==> config.mk <==
export PLATFORM = sky130hd
export DESIGN_NAME = switch_debounce
export DESIGN_NICKNAME = d
export VERILOG_FILES = /design/src/rtl/switch_pkg.sv /design/src/rtl/switch_debounce_ch.sv /design/src/rtl/switch_debounce.sv
export SDC_FILE = /design/constraint.sdc
export NUM_CORES = 1
export LEC_CHECK = 0
export ABC_AREA = 1
export CAP_MARGIN = 30
export CORE_ASPECT_RATIO = 0.9
export CORE_UTILIZATION = 61
export CTS_BUF_LIST = sky130_fd_sc_hd__clkbuf_4
export DETAILED_ROUTE_END_ITERATION = 8
export PLACE_DENSITY = 0.87
export SYNTH_ARGS = -nofsm -noshare
export SYNTH_HDL_FRONTEND = slang
export SYNTH_SLANG_ARGS = --single-unit
==> constraint.sdc <==
create_clock -name clk -period 4.1 [get_ports clk]
set_clock_uncertainty 0.15 [all_clocks]
set_input_delay 1.025 -clock clk [delete_from_list [all_inputs] [get_ports clk]]
set_output_delay 1.025 -clock clk [all_outputs]
set_load 0.1 [all_outputs]
==> src/rtl/switch_pkg.sv <==
// Shared constants for the two-channel switch debouncer.
// Edge pulses are built only when SWITCH_DEBOUNCE_EDGE_EN is defined.
package switch_pkg;

    localparam int STABLE_CYCLES_DEF = 16;
    localparam int CNT_W_DEF         = 16;
    localparam int NUM_CH            = 2;

endpackage : switch_pkg

==> src/rtl/switch_debounce_ch.sv <==
// One debounce channel: 2-flop synchronizer, stability counter, accepted level
// and optional edge pulses (compiled in with SWITCH_DEBOUNCE_EDGE_EN).
module debounce_ch
    import switch_pkg::*;
#(
    parameter int STABLE_CYCLES = STABLE_CYCLES_DEF,
    parameter int CNT_W         = CNT_W_DEF
) (
    input  logic clk,
    input  logic rst_n,
    input  logic raw_i,
    output logic level_o,
    output logic rise_o,
    output logic fall_o
);

    localparam logic [CNT_W-1:0] CNT_LAST = CNT_W'(STABLE_CYCLES - 1);

    logic             meta_q;
    logic             sync_q;
    logic             stable_q, stable_d;
    logic [CNT_W-1:0] cnt_q, cnt_d;

    // A mismatch must survive STABLE_CYCLES consecutive cycles; any match restarts it.
    always_comb begin
        stable_d = stable_q;
        cnt_d    = '0;
        if (sync_q != stable_q) begin
            if (cnt_q == CNT_LAST) begin
                stable_d = sync_q;
            end else begin
                cnt_d = cnt_q + CNT_W'(1);
            end
        end
    end

    always_ff @(posedge clk or negedge rst_n) begin
        if (!rst_n) begin
            meta_q   <= 1'b0;
            sync_q   <= 1'b0;
            stable_q <= 1'b0;
            cnt_q    <= '0;
        end else begin
            meta_q   <= raw_i;
            sync_q   <= meta_q;
            stable_q <= stable_d;
            cnt_q    <= cnt_d;
        end
    end

    assign level_o = stable_q;

`ifdef SWITCH_DEBOUNCE_EDGE_EN
    logic rise_q, fall_q;

    // Pulses are registered on the same edge that updates stable, so they line up with level_o.
    always_ff @(posedge clk or negedge rst_n) begin
        if (!rst_n) begin
            rise_q <= 1'b0;
            fall_q <= 1'b0;
        end else begin
            rise_q <= stable_d & ~stable_q;
            fall_q <= ~stable_d & stable_q;
        end
    end

    assign rise_o = rise_q;
    assign fall_o = fall_q;
`else
    assign rise_o = 1'b0;
    assign fall_o = 1'b0;
`endif

endmodule : debounce_ch

==> src/rtl/switch_debounce.sv <==
// Two-channel switch debouncer top: one debounce_ch per raw switch, wiring only.
// Edge pulse ports read 0 unless SWITCH_DEBOUNCE_EDGE_EN is defined.
module switch_debounce
    import switch_pkg::*;
#(
    parameter int STABLE_CYCLES = STABLE_CYCLES_DEF,
    parameter int CNT_W         = CNT_W_DEF
) (
    input  logic clk,
    input  logic rst_n,
    input  logic a_raw,
    input  logic b_raw,
    output logic a,
    output logic b,
    output logic a_rise,
    output logic a_fall,
    output logic b_rise,
    output logic b_fall
);

    logic [NUM_CH-1:0] raw_w;
    logic [NUM_CH-1:0] level_w;
    logic [NUM_CH-1:0] rise_w;
    logic [NUM_CH-1:0] fall_w;

    // Channel 0 is A, channel 1 is B.
    assign raw_w = {b_raw, a_raw};

    for (genvar ch = 0; ch < NUM_CH; ch++) begin : g_ch
        debounce_ch #(
            .STABLE_CYCLES (STABLE_CYCLES),
            .CNT_W         (CNT_W)
        ) u_ch (
            .clk     (clk),
            .rst_n   (rst_n),
            .raw_i   (raw_w[ch]),
            .level_o (level_w[ch]),
            .rise_o  (rise_w[ch]),
            .fall_o  (fall_w[ch])
        );
    end

    assign a      = level_w[0];
    assign b      = level_w[1];
    assign a_rise = rise_w[0];
    assign a_fall = fall_w[0];
    assign b_rise = rise_w[1];
    assign b_fall = fall_w[1];

endmodule : switch_debounce

==> key figures <==
Run status
  • Status: finished clean

Clock tree
  • Hold-fix buffers, CTS: 0
  • Htree depth: 2
  • CTS sink cnt: 38
  • Worst skew pair latency: 0.34 ns
  • Post-CTS Setup Inserts: 0
  • CTS clock-pin slew for the worst setup and hold paths: 0.10 ns
  • Post-CTS resize count: 0
  • Cts bufs inserted: 5
  • CTS tree: yes
  • Clock tree buffer depth: 2
  • Clk root buf: clkbuf_4

STA
  • RSZ-0062 raised after global routing: no
  • Slew Limit Fails: 0
  • Min Tclk post-route: between 3 and 4 ns
  • Final hold violation count: 0
  • Final period util: ~74%
  • Post-Route Setup TNS: 0 ns
  • Setup-failing EPs final: 0
  • Worst-Margin Slew: 0.9620 ns
  • Fmax: about 330 MHz
  • Slew headroom: between 30% and 40%

Finish
  • Multi-input gate area: 927.1 um^2
  • Layout cells sized above 1: around 6.6%
  • Fill count: 255
  • Syn-to-layout area delta: 5.868%
  • Antenna Cells: 0
  • Nets: ~280
  • Final Non-Filler Cells: roughly 320
  • FF+latch area: around 950 um^2

Critical path
  • Crit Path Class: reg -> out
  • Levels on crit path: 1
  • Bufs and invs on worst path: 1
  • Crit-path slowest cell: clkdlybuf4s50_1
  • CP peak stage delay: between 1 and 1.5 ns
  • R2R depth: 6
  • Worst Setup SP: g_ch[0].u_ch.level_o
  • Worst Setup End Kind: output port
  • Top Family by Delay on Critical Path: buffers and inverters
  • Capturing point of the worst reg2reg path: g_ch[1].u_ch.cnt_q[8]
  • R2R Path Start: g_ch[1].u_ch.cnt_q[0]
  • CP arrival: 1.87 ns
  • Flop2flop setup slack: ~2.5 ns
  • Worst EP required: 2.92 ns
  • Startpoint Class: register
  • Crit-path cells: clkdlybuf4s50_1
  • CP max FO: 3
  • Crit path capture: a

Place
  • Placed instance count: between 300 and 400
  • IO buf count: 5
  • HPWL Detailed: between 2 and 3 mm
  • Gpl congestion: a little over 0.9

Synth
  • #FFs+latches synth: 38
  • Mapped Cells: roughly 260
  • Library cells used by synthesis: 24
  • Register area share after synthesis: a little under half
  • Yosys warning total: 0
  • Syn Area/Cell: 7.593 um^2
  • Mapped Area: around 2000 um^2

Floorplanning
  • Core ar.: just over 3000 um^2
  • Die H: between 50 and 60 um
  • Initial core utilization: 64.86%
  • IO Pins: 10
  • Site Rows: 19
  • Die width: between 60 and 70 um
  • Die area: 3520 um^2

GRT
  • Maximum number of pins on one net before global-route repair: 39
  • First-pass GRT wire length: roughly 6.7 mm
  • Global route total overflow: 0
  • GRT Util Overall: 24.82%
  • Vias in the first global route: 1,505
  • Initial antenna violation count: 0

Flow run
  • Max Cap Viol: 0

Drt
  • Avg Vias per Cell: roughly 5.2
  • Final WL: roughly 3.7 mm
  • Routed len/inst: approximately 12 um
  • Initial DRT Pass Iterations: 4
  • DR iter-0 viols: between 90 and 100
  • DRT antenna net count: 0
  • Via count: between 1,500 and 2,000
  • DRC: 0

Power
  • PwrDens: around 280 nW/um^2
  • Lkg Pwr: roughly 0.94 nW
  • Worst vdd ir: between 0.2 and 0.25 mV

Worst hold path
  • Hold Crit Class: reg -> reg
metal layers:
layer	vias to the layer above	GRT usage, %	share of wire (%)
met3	8	6.301	6.7
met1	746	38.78	52
met4	0	11.63	1.8
met2	46	31.68	39
met5	-	0	0
li1	834	-	-
Yosys cell counts, drive strengths merged:
cell,number,area [um^2]
nand4,11,68.82
nor2,69,281.5
inv,26,97.59
nand2,71,276.5
nor3,2,10.01
xor2,8,70.07
ha,2,25.02
conb,1,3.750
nand3,15,80.08
dfrtp,38,950.9
nor3b,2,20.02
a21oi,2,10.01
xnor2,2,17.52
o21bai,3,22.52
buf,6,40.04
o21ai,6,30.02
power by group:
part | internal (W) | switching [W] | leakage [nW]
Sequential | 0.000381 | 0.00000655 | 0.517
Combinational | 0.00000745 | 0.0000335 | 0.396
Clock | 0.0000611 | 0.000114 | 0.0277
Total | 0.000450 | 0.000154 | 0.940
through the flow:
stage	util (%)	power [W]	hold slack (ns)	worst slack, ns	area [um^2]
after floorplan	-	0.0004262	0.1812	2.000	2016
after global placement	67.09	0.0004356	0.1942	1.426	2073
after detailed placement	67.09	0.0004370	0.1894	1.424	2073
after CTS	68.66	0.0006136	0.2167	1.027	2122
after global routing	68.66	0.0006290	0.2186	0.9993	2122
final	68.66	0.0006039	0.2123	1.058	2122
final cells by class:
class / instances / share of cell area, %
inverters: 26 / 4.599
multi-input cells: 197 / 43.69
repair buffers: 5 / 2.123
flip-flops and latches: 38 / 44.81
clock inverters: 3 / 0.5307
well taps: 42 / 2.476
clock buffers: 5 / 1.769
worst min-delay path by stage:
stage / start / end / slack, ns / cells after the start
after floorplan: g_ch[0].u_ch.meta_q / g_ch[0].u_ch.sync_q / 0.18 / 0
after global placement: g_ch[0].u_ch.meta_q / g_ch[0].u_ch.sync_q / 0.19 / 0
after detailed placement: g_ch[0].u_ch.meta_q / g_ch[0].u_ch.sync_q / 0.19 / 0
after CTS: g_ch[0].u_ch.meta_q / g_ch[0].u_ch.sync_q / 0.22 / 0
after global routing: g_ch[0].u_ch.meta_q / g_ch[0].u_ch.sync_q / 0.22 / 0
final: g_ch[0].u_ch.meta_q / g_ch[0].u_ch.sync_q / 0.21 / 0
sequential cells by signal, indices dropped and copies added, names as in the netlist:
register,flops
g_ch.u_ch.sync_q,2
g_ch.u_ch.cnt_q,32
g_ch.u_ch.level_o,2
g_ch.u_ch.meta_q,2
layout by cell type (no fill, tap or decap):
cell type	netlist	routed
o21ai_1	3	3
inv_2	1	1
clkinv_1	0	3
nand4_1	11	11
nand3_2	1	1
nor2_2	3	3
nor2_4	2	2
nand2_1	67	67
buf_2	2	1
o21bai_1	3	3
nand2_2	4	4
a21oi_1	2	2
nor3_1	2	2
nand3_1	14	14
ha_1	2	2
xnor2_1	2	2
nor3b_2	1	1
conb_1	1	4
o21ai_0	3	3
inv_1	25	25
clkdlybuf4s50_1	0	4
nor2_1	64	64
clkbuf_4	0	5
xor2_1	8	8
dfrtp_1	38	38
nor3b_1	1	1
logic make-up after synthesis:
logic type | count (synthesis) | share of synthesized area, %
buffers and inverters | 32 | 6.866
AO/OA/AOI/OAI | 11 | 3.121
adder cells (fa/ha/maj) | 2 | 1.248
flip-flops | 38 | 47.44
XOR/XNOR | 10 | 4.370
AND/OR/NAND/NOR | 170 | 36.77
other | 1 | 0.1871
Note: power is estimated with default switching activity, not from simulation.
